===== src/rtl/vram_write_sequencer_pkg.sv =====
// vram_write_sequencer_pkg
// Shared definitions for the VRAM write sequencer:
//   - CPU register-select codes (SEL_ROW/SEL_COL/SEL_DATA/SEL_CTRL)
//   - CTRL register bit positions
//   - sequencer state encoding (ST_IDLE/ST_DRAIN/ST_FILL)
//   - pending-write entry layout and field widths
//   - clamp_coord(): loads out-of-range cursor values as 0
package vram_write_sequencer_pkg;

  localparam int ROW_W   = 8;
  localparam int COL_W   = 8;
  localparam int DATA_W  = 8;
  localparam int ENTRY_W = ROW_W + COL_W + DATA_W;

  localparam logic [1:0] SEL_ROW  = 2'd0;
  localparam logic [1:0] SEL_COL  = 2'd1;
  localparam logic [1:0] SEL_DATA = 2'd2;
  localparam logic [1:0] SEL_CTRL = 2'd3;

  localparam int CTRL_OVF_CLR_BIT = 0;
  localparam int CTRL_FILL_BIT    = 1;
  localparam int CTRL_COLOUR_LSB  = 2;
  localparam int CTRL_COLOUR_MSB  = 4;

  typedef enum logic [1:0] {
    ST_IDLE  = 2'd0,
    ST_DRAIN = 2'd1,
    ST_FILL  = 2'd2
  } state_e;

  typedef struct packed {
    logic [ROW_W-1:0]  row;
    logic [COL_W-1:0]  col;
    logic [DATA_W-1:0] data;
  } entry_t;

  // A cursor register only ever holds a legal coordinate; anything at or
  // beyond the limit is loaded as 0.
  function automatic logic [7:0] clamp_coord(input logic [7:0] value,
                                             input int unsigned limit);
    return (32'(value) >= limit) ? 8'd0 : value;
  endfunction

endpackage


===== src/rtl/vram_write_sequencer_if.sv =====
// vram_write_sequencer_if
// Bundles the CPU register bus, the VGA scan address and the VideoMemory
// port of the write sequencer.
//   master: CPU/VGA side (drives cpu_*, vga_*; observes status and vm_*)
//   slave : the sequencer (drives cpu_full, ovf, fill_busy, vm_*)
interface vram_write_sequencer_if;
  import vram_write_sequencer_pkg::*;

  logic              cpu_we;
  logic [1:0]        cpu_sel;
  logic [DATA_W-1:0] cpu_din;
  logic              cpu_full;
  logic              ovf;
  logic              fill_busy;
  logic              vga_active;
  logic [ROW_W-1:0]  vga_row;
  logic [COL_W-1:0]  vga_col;
  logic              vm_we;
  logic [ROW_W-1:0]  vm_row;
  logic [COL_W-1:0]  vm_col;
  logic [DATA_W-1:0] vm_din;

  modport master (
    output cpu_we, cpu_sel, cpu_din, vga_active, vga_row, vga_col,
    input  cpu_full, ovf, fill_busy, vm_we, vm_row, vm_col, vm_din
  );

  modport slave (
    input  cpu_we, cpu_sel, cpu_din, vga_active, vga_row, vga_col,
    output cpu_full, ovf, fill_busy, vm_we, vm_row, vm_col, vm_din
  );

endinterface


===== src/rtl/vram_wr_fifo.sv =====
// vram_wr_fifo
// Synchronous first-word-fall-through FIFO holding pending pixel writes.
// Ports:
//   clk, rst_n  clock, asynchronous active-low reset (contents discarded)
//   push/push_data  write an entry (ignored while full)
//   pop             consume the head (ignored while empty)
//   head            current head entry, valid whenever empty=0
//   full/empty      occupancy flags
//   count           number of stored entries
// DEPTH must be a power of two >= 2 so the pointers wrap naturally.
module vram_wr_fifo #(
  parameter int DEPTH = 8,
  parameter int WIDTH = 24
) (
  input  logic                       clk,
  input  logic                       rst_n,
  input  logic                       push,
  input  logic [WIDTH-1:0]           push_data,
  input  logic                       pop,
  output logic [WIDTH-1:0]           head,
  output logic                       full,
  output logic                       empty,
  output logic [$clog2(DEPTH):0]     count
);

  localparam int AW = $clog2(DEPTH);
  localparam logic [AW:0] DEPTH_CNT = (AW+1)'(DEPTH);

  logic [WIDTH-1:0] mem [DEPTH];
  logic [AW-1:0]    wr_ptr;
  logic [AW-1:0]    rd_ptr;
  logic             push_ok;
  logic             pop_ok;

  assign full    = (count == DEPTH_CNT);
  assign empty   = (count == '0);
  assign push_ok = push && !full;
  assign pop_ok  = pop && !empty;
  assign head    = mem[rd_ptr];

  // Storage needs no reset: an entry is only visible once count covers it.
  always_ff @(posedge clk) begin
    if (push_ok) begin
      mem[wr_ptr] <= push_data;
    end
  end

  // Pointers and occupancy; push and pop together leave count unchanged.
  always_ff @(posedge clk or negedge rst_n) begin
    if (!rst_n) begin
      wr_ptr <= '0;
      rd_ptr <= '0;
      count  <= '0;
    end else begin
      if (push_ok) begin
        wr_ptr <= wr_ptr + 1'b1;
      end
      if (pop_ok) begin
        rd_ptr <= rd_ptr + 1'b1;
      end
      count <= count + {{AW{1'b0}}, push_ok} - {{AW{1'b0}}, pop_ok};
    end
  end

endmodule


===== src/rtl/vram_write_sequencer.sv =====
// vram_write_sequencer
// Queues CPU pixel writes and drains them into the single-port VideoMemory
// while the VGA scan is blanking; during active display the VGA address
// passes straight through to the memory port.
// Ports:
//   clk, rst_n   clock, asynchronous active-low reset
//   bus (slave)  cpu_we/cpu_sel/cpu_din register writes, cpu_full/ovf/fill_busy
//                status, vga_active/vga_row/vga_col scan address,
//                vm_we/vm_row/vm_col/vm_din VideoMemory port
// Configuration:
//   VRAM_FILL_EN  when defined, CTRL bit 1 starts a whole-screen fill with the
//                 colour in CTRL bits 4:2; otherwise those bits are ignored and
//                 fill_busy is tied 0.
module vram_write_sequencer
  import vram_write_sequencer_pkg::*;
#(
  parameter int unsigned NUM_ROWS   = 120,
  parameter int unsigned NUM_COLS   = 160,
  parameter int unsigned FIFO_DEPTH = 8
) (
  input  logic                   clk,
  input  logic                   rst_n,
  vram_write_sequencer_if.slave  bus
);

  localparam logic [ROW_W-1:0] ROW_LAST = ROW_W'(NUM_ROWS - 1);
  localparam logic [COL_W-1:0] COL_LAST = COL_W'(NUM_COLS - 1);
  localparam int CNT_W = $clog2(FIFO_DEPTH) + 1;

  state_e            state_q;
  state_e            state_d;
  logic [ROW_W-1:0]  row_q;
  logic [COL_W-1:0]  col_q;
  logic              ovf_q;

  logic              fifo_full;
  logic              fifo_empty;
  logic [CNT_W-1:0]  fifo_count;
  entry_t            fifo_head;
  entry_t            push_entry;

  logic              data_wr;
  logic              data_push;
  logic              data_drop;
  logic              ctrl_wr;
  logic              drain_we;

  logic              fill_start;
  logic              fill_we;
  logic              fill_last;
  logic [ROW_W-1:0]  fill_row;
  logic [COL_W-1:0]  fill_col;
  logic [DATA_W-1:0] fill_data;

  assign data_wr    = bus.cpu_we && (bus.cpu_sel == SEL_DATA);
  assign data_push  = data_wr && !fifo_full;
  assign data_drop  = data_wr && fifo_full;
  assign ctrl_wr    = bus.cpu_we && (bus.cpu_sel == SEL_CTRL);
  assign push_entry = '{row: row_q, col: col_q, data: bus.cpu_din};

  assign bus.cpu_full = fifo_full;
  assign bus.ovf      = ovf_q;

  vram_wr_fifo #(
    .DEPTH (FIFO_DEPTH),
    .WIDTH (ENTRY_W)
  ) u_fifo (
    .clk       (clk),
    .rst_n     (rst_n),
    .push      (data_push),
    .push_data (push_entry),
    .pop       (drain_we),
    .head      (fifo_head),
    .full      (fifo_full),
    .empty     (fifo_empty),
    .count     (fifo_count)
  );

  // Cursor registers. A DATA write only advances the cursor when the entry
  // was actually accepted, so a dropped write leaves the cursor in place.
  always_ff @(posedge clk or negedge rst_n) begin
    if (!rst_n) begin
      row_q <= '0;
      col_q <= '0;
    end else if (bus.cpu_we) begin
      case (bus.cpu_sel)
        SEL_ROW: row_q <= clamp_coord(bus.cpu_din, NUM_ROWS);
        SEL_COL: col_q <= clamp_coord(bus.cpu_din, NUM_COLS);
        SEL_DATA: begin
          if (!fifo_full) begin
            if (col_q == COL_LAST) begin
              col_q <= '0;
              row_q <= (row_q == ROW_LAST) ? '0 : row_q + 1'b1;
            end else begin
              col_q <= col_q + 1'b1;
            end
          end
        end
        default: ;
      endcase
    end
  end

  // Sticky overflow flag; a drop always wins over a clear.
  always_ff @(posedge clk or negedge rst_n) begin
    if (!rst_n) begin
      ovf_q <= 1'b0;
    end else if (data_drop) begin
      ovf_q <= 1'b1;
    end else if (ctrl_wr && bus.cpu_din[CTRL_OVF_CLR_BIT]) begin
      ovf_q <= 1'b0;
    end
  end

`ifdef VRAM_FILL_EN
  logic [ROW_W-1:0] fill_row_q;
  logic [COL_W-1:0] fill_col_q;
  logic [2:0]       fill_colour_q;

  assign fill_start    = ctrl_wr && bus.cpu_din[CTRL_FILL_BIT] && (state_q != ST_FILL);
  assign fill_we       = (state_q == ST_FILL) && !bus.vga_active;
  assign fill_last     = (fill_row_q == ROW_LAST) && (fill_col_q == COL_LAST);
  assign fill_row      = fill_row_q;
  assign fill_col      = fill_col_q;
  assign fill_data     = {5'b0, fill_colour_q};
  assign bus.fill_busy = (state_q == ST_FILL);

  // Fill cursor walks the screen row-major, advancing only on blanking
  // cycles where a cell was actually written.
  always_ff @(posedge clk or negedge rst_n) begin
    if (!rst_n) begin
      fill_row_q    <= '0;
      fill_col_q    <= '0;
      fill_colour_q <= '0;
    end else if (fill_start) begin
      fill_row_q    <= '0;
      fill_col_q    <= '0;
      fill_colour_q <= bus.cpu_din[CTRL_COLOUR_MSB:CTRL_COLOUR_LSB];
    end else if (fill_we) begin
      if (fill_col_q == COL_LAST) begin
        fill_col_q <= '0;
        fill_row_q <= fill_last ? '0 : fill_row_q + 1'b1;
      end else begin
        fill_col_q <= fill_col_q + 1'b1;
      end
    end
  end
`else
  assign fill_start    = 1'b0;
  assign fill_we       = 1'b0;
  assign fill_last     = 1'b0;
  assign fill_row      = '0;
  assign fill_col      = '0;
  assign fill_data     = '0;
  assign bus.fill_busy = 1'b0;
`endif

  // State register.
  always_ff @(posedge clk or negedge rst_n) begin
    if (!rst_n) begin
      state_q <= ST_IDLE;
    end else begin
      state_q <= state_d;
    end
  end

  // Next state and drain strobe. The drain write is issued in the same cycle
  // the FSM decides to drain, so an entry pushed in cycle N can be written in
  // cycle N+1. DRAIN is held only while entries will remain after this pop.
  always_comb begin
    state_d  = state_q;
    drain_we = 1'b0;
    case (state_q)
      ST_IDLE, ST_DRAIN: begin
        drain_we = !fifo_empty && !bus.vga_active;
        if (fill_start) begin
          state_d = ST_FILL;
        end else if (drain_we && !((fifo_count == CNT_W'(1)) && !data_push)) begin
          state_d = ST_DRAIN;
        end else begin
          state_d = ST_IDLE;
        end
      end
      ST_FILL: begin
        if (fill_we && fill_last) begin
          state_d = ST_IDLE;
        end
      end
      default: state_d = ST_IDLE;
    endcase
  end

  // Memory port mux: the VGA scan owns the port during active display;
  // otherwise a fill cell or the FIFO head is presented with vm_we.
  always_comb begin
    bus.vm_we  = 1'b0;
    bus.vm_row = '0;
    bus.vm_col = '0;
    bus.vm_din = '0;
    if (bus.vga_active) begin
      bus.vm_row = bus.vga_row;
      bus.vm_col = bus.vga_col;
    end else if (fill_we) begin
      bus.vm_we  = 1'b1;
      bus.vm_row = fill_row;
      bus.vm_col = fill_col;
      bus.vm_din = fill_data;
    end else if (drain_we) begin
      bus.vm_we  = 1'b1;
      bus.vm_row = fifo_head.row;
      bus.vm_col = fifo_head.col;
      bus.vm_din = fifo_head.data;
    end
  end

endmodule


===== src/flat_wrapper.sv =====
// flat-port wrapper written by rule: the top's interface ports become plain ports
module vram_write_sequencer_flat import vram_write_sequencer_pkg::*;
#(
  parameter int unsigned NUM_ROWS   = 120,
  parameter int unsigned NUM_COLS   = 160,
  parameter int unsigned FIFO_DEPTH = 8
)
  (clk, rst_n, bus_cpu_we, bus_cpu_sel, bus_cpu_din, bus_vga_active, bus_vga_row, bus_vga_col, bus_cpu_full, bus_ovf, bus_fill_busy, bus_vm_we, bus_vm_row, bus_vm_col, bus_vm_din);
  vram_write_sequencer_if bus_i ();
  input  logic clk;
  input  logic rst_n;
  input wire logic [$bits(bus_i.cpu_we)-1:0] bus_cpu_we;
  input wire logic [$bits(bus_i.cpu_sel)-1:0] bus_cpu_sel;
  input wire logic [$bits(bus_i.cpu_din)-1:0] bus_cpu_din;
  input wire logic [$bits(bus_i.vga_active)-1:0] bus_vga_active;
  input wire logic [$bits(bus_i.vga_row)-1:0] bus_vga_row;
  input wire logic [$bits(bus_i.vga_col)-1:0] bus_vga_col;
  output wire logic [$bits(bus_i.cpu_full)-1:0] bus_cpu_full;
  output wire logic [$bits(bus_i.ovf)-1:0] bus_ovf;
  output wire logic [$bits(bus_i.fill_busy)-1:0] bus_fill_busy;
  output wire logic [$bits(bus_i.vm_we)-1:0] bus_vm_we;
  output wire logic [$bits(bus_i.vm_row)-1:0] bus_vm_row;
  output wire logic [$bits(bus_i.vm_col)-1:0] bus_vm_col;
  output wire logic [$bits(bus_i.vm_din)-1:0] bus_vm_din;
  assign bus_i.cpu_we = bus_cpu_we;
  assign bus_i.cpu_sel = bus_cpu_sel;
  assign bus_i.cpu_din = bus_cpu_din;
  assign bus_i.vga_active = bus_vga_active;
  assign bus_i.vga_row = bus_vga_row;
  assign bus_i.vga_col = bus_vga_col;
  assign bus_cpu_full = bus_i.cpu_full;
  assign bus_ovf = bus_i.ovf;
  assign bus_fill_busy = bus_i.fill_busy;
  assign bus_vm_we = bus_i.vm_we;
  assign bus_vm_row = bus_i.vm_row;
  assign bus_vm_col = bus_i.vm_col;
  assign bus_vm_din = bus_i.vm_din;
  vram_write_sequencer #(.NUM_ROWS(NUM_ROWS), .NUM_COLS(NUM_COLS), .FIFO_DEPTH(FIFO_DEPTH)) u_core (.clk(clk), .rst_n(rst_n), .bus(bus_i));
endmodule

===== config.mk =====
export PLATFORM = sky130hd
export DESIGN_NAME = vram_write_sequencer_flat
export DESIGN_NICKNAME = d
export VERILOG_FILES = /design/src/rtl/vram_write_sequencer_pkg.sv /design/src/rtl/vram_write_sequencer_if.sv /design/src/rtl/vram_wr_fifo.sv /design/src/rtl/vram_write_sequencer.sv /design/src/flat_wrapper.sv
export SDC_FILE = /design/constraint.sdc
export NUM_CORES = 1
export LEC_CHECK = 0
export ABC_AREA = 1
export CORE_ASPECT_RATIO = 1.1
export CORE_MARGIN = 5
export CORE_UTILIZATION = 45
export DETAILED_ROUTE_END_ITERATION = 6
export PLACE_DENSITY_LB_ADDON = 0.25
export SYNTH_ARGS = -nofsm -noshare
export SYNTH_HDL_FRONTEND = slang
export SYNTH_SLANG_ARGS = --single-unit

===== constraint.sdc =====
create_clock -name clk -period 2.71 [get_ports clk]
set_input_delay 0.271 -clock clk [delete_from_list [all_inputs] [get_ports clk]]
set_output_delay 0.271 -clock clk [all_outputs]
set_load 0.01 [all_outputs]

Word-level counts from Yosys, hierarchy flattened
Memories as Yosys holds them, arrays and structs flattened.
Cells that the tools add are included.
{"block": "word_totals", "latch_bits": 0, "ff_bits": 29, "mem_count": 1, "ram_bits": 192, "rom_bits": 0, "output_inout_bits": 28, "in_bits": 30}
{"memory": "u_core.u_fifo.mem", "depth": 8, "word_bits": 24, "rd": 1, "rd_clocked_by_memory_dff": 0, "write_ports": 1, "line": "vram_wr_fifo.sv:29", "text": "logic [WIDTH-1:0] mem [DEPTH];"}
{"block": "classes", "n_mul": 0, "bitwise_logic": 0, "eq_ne": 11, "mux": 24, "shift": 0, "div_mod_pow": 0, "order_cmp": 2, "n_addsub": 6, "n_reduce_logical": 24}
{"cell": "$mux 8", "n": 13}
{"cell": "$pmux 8 s2", "n": 2}
{"cell": "$add 8x1->8 const B", "n": 2}
{"cell": "$logic_and 1x1->1", "n": 10}
{"cell": "$eq 8x7->1 const B", "n": 1}
{"cell": "$eq 8x8->1 const B", "n": 1}
{"cell": "$ge 8x7->1 const B", "n": 1}
{"cell": "$ge 8x8->1 const B", "n": 1}
{"cell": "$mux 1", "n": 8}
{"cell": "$add 3x1->3 const B", "n": 2}
{"cell": "$eq 2x2->1 const B", "n": 3}
{"cell": "$reduce_bool 2->1", "n": 3}
{"cell": "$logic_not 1->1", "n": 5}
{"cell": "$add 4x1->4", "n": 1}
{"cell": "$eq 2x1->1 const B", "n": 2}
{"cell": "$eq 4x1->1 const B", "n": 1}
{"cell": "$eq 4x4->1 const B", "n": 1}
{"cell": "$logic_not 2->1", "n": 2}
{"cell": "$logic_not 4->1", "n": 1}
{"cell": "$ne 2x2->1 const B", "n": 2}
{"cell": "$pmux 2 s2", "n": 1}
{"cell": "$reduce_and 4->1", "n": 1}
{"cell": "$sub 4x1->4", "n": 1}
{"cell": "$reduce_and 3->1", "n": 1}
{"cell": "$reduce_or 2->1", "n": 1}

Depth between registers and ports, before layout
{"block": "logic_depth", "depth_word": 9, "depth_mapped": 11, "mapped_depth_nobuf": 10}

Modules after synthesis
From an unflattened synthesis, not the netlist that was laid out.
{"block": "hier_totals", "hier_cells": 1145, "area_unflattened_um2": 10513.8}
{"mod": "vram_wr_fifo", "n_inst": 1, "seq_area_each_um2": 6015.8, "area_each_um2": 8973.6, "cells_per_inst": 900}
{"mod": "vram_write_sequencer", "n_inst": 1, "seq_area_each_um2": 425.4, "area_each_um2": 1540.2, "cells_per_inst": 245}

Worst setup path after synthesis
Ideal clock, no wire load.
{"block": "synth_timing", "path_type": "reg-to-reg", "start": "register u_core.u_fifo.count[2]", "end": "memory u_core.u_fifo.mem[0][0], enable pin", "setup_time_ns": 0.405, "arrival_time_ns": 2.062, "required_ns": 2.305, "stages_incl_launch_ff": 7, "path_slack_ns": 0.244, "n_path_buf": 0, "path_cell_list": "dfrtp_1 -> inv_1 -> ha_1 -> nand2_2 -> nand3_4 -> or2_1 -> nor2_1"}
{"block": "synth_between", "elab_chain_len": 6}
{"element": "start, declared", "line": "vram_wr_fifo.sv:23", "text": "output logic [$clog2(DEPTH):0] count"}
{"element": "start signal, assigned", "line": "vram_wr_fifo.sv:61", "text": "count <= count + {{AW{1'b0}}, push_ok} - {{AW{1'b0}}, pop_ok};"}
{"element": "$eq 4x4->1 (*)", "line": "vram_wr_fifo.sv:35", "text": "assign full = (count == DEPTH_CNT);"}
{"element": "$logic_not 1->1 (*)", "line": "vram_wr_fifo.sv:37, vram_write_sequencer.sv:56"}
{"element": "$logic_and 1x1->1", "line": "vram_write_sequencer.sv:56", "text": "assign data_push = data_wr && !fifo_full;"}
{"element": "$logic_and 1x1->1 (*)", "line": "vram_wr_fifo.sv:37", "text": "assign push_ok = push && !full;"}
{"element": "$mux 1 (*)", "line": "vram_wr_fifo.sv:43", "text": "if (push_ok) begin"}
{"element": "$mux 1 (not written as such) (*)", "line": "vram_wr_fifo.sv:44", "text": "mem[wr_ptr] <= push_data;"}
{"element": "end, declared", "line": "vram_wr_fifo.sv:29"}
Every way passes the cells marked *; elsewhere a longest branch is shown, timed or not.

Worst setup path after layout
{"block": "layout_timing", "start": "register u_core.u_fifo.rd_ptr[0]", "end": "output port bus_vm_col[7]"}
{"block": "layout_between", "elab_chain_len": 3}
{"element": "start, declared", "line": "vram_wr_fifo.sv:31", "text": "logic [AW-1:0] rd_ptr;"}
{"element": "start signal, assigned", "line": "vram_wr_fifo.sv:59", "text": "rd_ptr <= rd_ptr + 1'b1;"}
{"element": "$mem_v2 8x24"}
{"element": "$mux 8", "line": "vram_write_sequencer.sv:208", "text": "end else if (drain_we) begin"}
{"element": "$mux 8", "line": "vram_write_sequencer.sv:200", "text": "if (bus.vga_active) begin"}
{"element": "end, declared", "line": "flat_wrapper.sv:23", "text": "output wire logic [$bits(bus_i.vm_col)-1:0] bus_vm_col;"}
Every way passes these cells.

==> summary.txt <==
area delta synth->final: 19.97%
CP max stage delay: 0.56 ns
synth warn: 0
Yosys top cell area share: 60.06%
routed wire length per instance: 18.14 um
Tmin final: 2.659 ns
nets: 975
count leader, synth: nor2_1
commonest cells in the netlist: nor2_1, edfxtp_1, nand2_1
Post-synth top flop: edfxtp_1
setup TNS: 0 ns
slack of the critical path: 0.05095 ns
row count: 56
Yosys top cell by area: edfxtp_1
Synth area leaders: edfxtp_1, nor2_1, dfrtp_1
DPL Wire Length: 13.02 mm
Critical Path, Cell by Cell: clkinv_8 > buf_16 > nor2_1 > o211ai_1 > nand3_1 > nand2_1 > clkdlybuf4s50_1
GRT Total Usage: 18.61%
cts hold-fix bufs: 0
DP Area: 10590 um2
maxcap violations: 0
Chip Height: 163.2 um
Cell Area, Synth: 9599 um2
Final setup viols: 0
worst r2r src: u_core.u_fifo.count[1]$_DFF_PN0_
initial DRC count: 544
min-delay worst type: in -> async
die width: 149.3 um
via/cell ratio: 5.274
RePlAce Congestion: 0.8393
via total after detailed routing: 6535
Top-Level Pins: 58
Setup crit start kind: register
mux share of post-synthesis cell area: 0%
critical path data required time: 2.44 ns
worst slew pin tran: 0.5766 ns
vias in the first global route: 6382
Final ANT Viol Nets: 0
1st-pass router iterations: 5
status: complete, no violations
count of cell types in the netlist: 38
slowest stage cell, crit path: dfrtp_4
Post-synth ARST share: 12.33%
number of synthesized flops with an enable pin: 192
Num CTS Buffers: 23
crit path DAT: 2.39 ns
Clk Latency, worst-skew pair: 0.50 ns
CP Max Fanout: 28
largest net degree at the start of global routing: 39
count of final hold-check violations: 0
PortBufs: 56
Leak: 4.324 nW
final wirelength: 22.47 mm
Adder-Cell Fraction of Synth Area: 1.512%
total clock sinks: 219
Pins Over Slew Limit: 0
Synth Area in Simple Gates: 17.27%
fraction of layout cells with a size suffix above 1: 10.96%
CP Capture Type: primary output
Synthesized Nets: 905
CTS Root Cell: clkbuf_16
Synth Instances: 864
CTS tree: yes
H-tree depth: 1
Worst-path clk slew: 0.06 ns
Crit Path Category: reg -> out
# DRC: 0
Core Box Area: 21160 um2
sequential area share after synthesis: 67.10%
Pwr Total: 11.07 mW
final period utilization: 98.12%
fin util: 54.42%
post-route insts no fill: 1239
grt ovf: 0
synthesized area per cell: 11.11 um2
fin area: 11520 um2
largest family of logic cells by synthesized area: simple AND/OR/NAND/NOR gates
compound-cell area share of the yosys netlist: 9.059%
PD cells: 961.1 nW/um2
maximum clock rate: 376.1 MHz
RSZ-0062 raised after global routing: true
die area: 24360 um2
Synth Register Bits: 219
worst setup slack after placement: 0.3617 ns
Max VDD drop: 551.4 uV
Initial Util: 45.36%
max_slew headroom: 61.44%
Final Hold Slack: 0.1733 ns
Post-Route Skew: 0.01217 ns
critical path launch point: u_core.u_fifo.rd_ptr[0]$_DFFE_PN0P_
Antenna Cells: 0
initial antenna violation count: 0
placed cells: 1192
first-pass GRT wire length: 35.17 mm
xor and xnor fraction of the mapped netlist area: 0.5474%
Bufs on Longest Clock Path: 3
==> worst max-delay path, delay by kind of cell, from the launching register on <==
kind / cells / cell delay, ns
AO/OA/AOI/OAI: 1 / 0.17
buffers and inverters: 3 / 0.82
flip-flops: 1 / 0.56
AND/OR/NAND/NOR: 3 / 0.33
==> worst paths after layout <==
kind	end	slack (ns)	cells past startpoint
max in group asynchronous	u_core.u_fifo.rd_ptr[0]$_DFFE_PN0P_	2.20	2
worst min register to register	u_core.u_fifo.count[0]$_DFF_PN0_	0.53	1
min in group clk	u_core.bus.ovf$_DFFE_PN0P_	0.51	4
worst max-delay path	bus_vm_col[7]	0.05	7
worst min-delay path	u_core.row_q[6]$_DFFE_PN0P_	0.17	2
worst max register to register	u_core.u_fifo.count[2]$_DFF_PN0_	0.59	8
==> what timing repair did <==
action | 4_1_cts | 5_1_grt
pin swaps | 1 | 1
gates resized for setup | 5 | 21
gates cloned | 2 | 1
setup endpoints to repair | 24 | 24
buffers inserted | 2 | 2
==> power breakdown <==
group          switching, mW  total [mW]  internal (mW)
combinational           2.20        3.71           1.50
clock                   1.22        3.08           1.86
sequential             0.275        4.28           4.01
==> layout by cell type, fill, tap and decap left out, types with 2 or more instances in the layout <==
cell type / instances
edfxtp_1: 192
nor2_1: 188
nand2_1: 111
o21ai_0: 88
nand3_1: 51
clkdlybuf4s50_1: 46
o21ai_1: 43
dfrtp_1: 25
inv_1: 24
clkbuf_16: 24
o211ai_1: 16
buf_4: 15
nor2_2: 11
ha_1: 10
dlymetal6s2s_1: 10
o22ai_1: 9
buf_12: 9
nand4_1: 8
clkbuf_1: 6
inv_2: 5
a21oi_1: 5
clkinv_2: 5
buf_6: 5
xor2_1: 4
nand2_4: 3
nor2_4: 3
bufinv_16: 3
nand2_2: 2
inv_6: 2
clkinv_8: 2
inv_4: 2
xnor2_1: 2
nand2_8: 2
nand3b_1: 2
or2_2: 2
buf_16: 2
==> registers in the layout, summed over array words and instances (netlist names) <==
register,count
u_core.u_fifo.mem,192
u_core.col_q,8
u_core.row_q,8
u_core.u_fifo.count,4
u_core.u_fifo.rd_ptr,3
u_core.u_fifo.wr_ptr,3
u_core.bus.ovf,1
==> routing by layer <==
layer	vias to the layer above	GRT usage, %	part of all wire (%)
li1	3153	-	-
met1	3179	25.18	43
met2	170	31.84	49
met3	33	2.497	5.8
met4	0	4.994	2.1
met5	-	0	0
==> area by class of cell <==
type	count	area, um2
multi-input combinational	567	2760
sequential	219	6446
inverter	34	162.7
tap	290	362.8
timing repair buffer	89	1047
fill	1811	9644
clock buffer	29	598.1
clock inverter	11	138.9
==> logic make-up after synthesis <==
| group | count (synthesis) |
|---|---|
| fa+ha+maj | 11 |
| simple gates | 386 |
| compound gates | 163 |
| xor+xnor | 6 |
| other cells | 1 |
| flops | 219 |
| buf+inv | 78 |
Note: power is estimated with default switching activity, not from simulation.
==> patch (same flow settings) <==
Encoding of `state_e`: now one-hot (3 bits for 3 states).
--- a/src/rtl/vram_write_sequencer_pkg.sv
+++ b/src/rtl/vram_write_sequencer_pkg.sv
@@ -22,10 +22,10 @@
   localparam int CTRL_COLOUR_LSB  = 2;
   localparam int CTRL_COLOUR_MSB  = 4;
 
-  typedef enum logic [1:0] {
-    ST_IDLE  = 2'd0,
-    ST_DRAIN = 2'd1,
-    ST_FILL  = 2'd2
+  typedef enum logic [2:0] {
+    ST_IDLE  = 3'b001,
+    ST_DRAIN = 3'b010,
+    ST_FILL  = 3'b100
   } state_e;
 
   typedef struct packed {
Behaviour: no difference found for any inputs over 4 cycles, from zero or initial values and one cycle with rst_n low; so few cycles prove little.
==> patch against the unedited design <==
  * Count of clock-buffer cells in the layout increased by 1
  * Routed wire length increased by 2.3%
  * Sequential cell count increased by 2
  * Synthesized area increased by 1.1%
  * Worst setup slack improved by 210 ps
  * Clock power decreased by 10%
  * Register-to-register slack got worse by 260 ps
  * Power decreased by 2.0%
  * Design area increased by 0.29%
  * Largest power group unchanged
==> patch: results (changes against the unedited design) <==
Timing:
- The worst hold slack across all endpoints is 175 ps (was 173 ps).
- The slew at the pin with the worst max-slew slack came to 545 ps (was 577 ps).
- The worst clock skew is 8.21 ps (was 12.2 ps).

Cells and area:
- The final cell count without fillers is 1,290 (was 1,239).
- The final net count is 1,027 (was 975).
- The multi-input logic area is 2840 µm² (was 2760 µm²).
- The number of filler instances in the final layout is 1,850 (was 1,811).

Worst setup path:
- The arrival time at the worst endpoint was 2170 ps (was 2390 ps).
- The highest fanout seen on the critical path is 5 (was 28).
- The critical path startpoint is u_core.u_fifo.count[3] (was u_core.u_fifo.rd_ptr[0]).
- The slack of the worst reg-to-reg path is 330 ps (was 590 ps).

Placed design:
- The placed instance area was 10,800 µm² (was 10,600 µm²).
- The global placement routability congestion is 0.832 (was 0.839).
- The post-placement cell count is 1,246 (was 1,192).

GRT:
- The number of global-route vias before repair came to 6,635 (was 6,382).
- The largest net degree at the start of global routing was 50 (was 39).
- The global-route usage over all layers is 19.1% (was 18.6%).

Pwr:
- The worst voltage drop across the vdd grid is 0.693 mV (was 0.551 mV).
- The net switching power is 3.77 mW (was 3.70 mW).
- The power in sequential cells is 4.29 mW (was 4.28 mW).

Logic synthesis:
- The fraction of the mapped netlist area in compound gates is 4.80% (was 9.06%).
- Top cells by count, synth: 315 x nand2_1, 192 x edfxtp_1, 104 x nand3_1 (was 196 x nor2_1, 192 x edfxtp_1, 111 x nand2_1).
- The sequential element share of the synthesized area was 66.9% (was 67.1%).

Clock tree:
- The number of buffers added by the clock tree synthesis step is 21 (was 23).

Run status:
- Result of the run: complete, no violations (unchanged).

Drt:
- The routed wirelength normalized by instance count is 17.8 µm (was 18.1 µm).
[patch: timing repair]
action,CTS,global route
buffers inserted,4,1
gates cloned,2,1
endpoints found under the hold margin,0,0
pin swaps,1,0
resized for setup,15,17
setup endpoints to repair,24,16
[patch: final cells by class]
type	count	share of cell area, %
inverter	31	1.14
sequential	221	56.2
multi-input combinational	617	24.6
clock buffer	30	5.10
timing repair buffer	93	9.24
clock inverter	7	0.509
tap	290	3.14
timing repair inverter	1	0.0542
[patch: critical path, cell delays in order (launching register included)]
cell and delay [ps]:
dfrtp_1 360, inv_1 50, ha_1 180, nand2_1 110, o21bai_4 80, nor2_4 130, buf_12 130, buf_4 150
nand2_1 60, o21ai_1 140, dlygate4sd2_1 300
[patch: metal layers]
layer  part of all wire, %  wire length (µm)
met5                     0                 0
met4                   1.6               366
met3                   5.1              1160
met2                    50             11600
met1                    43              9890
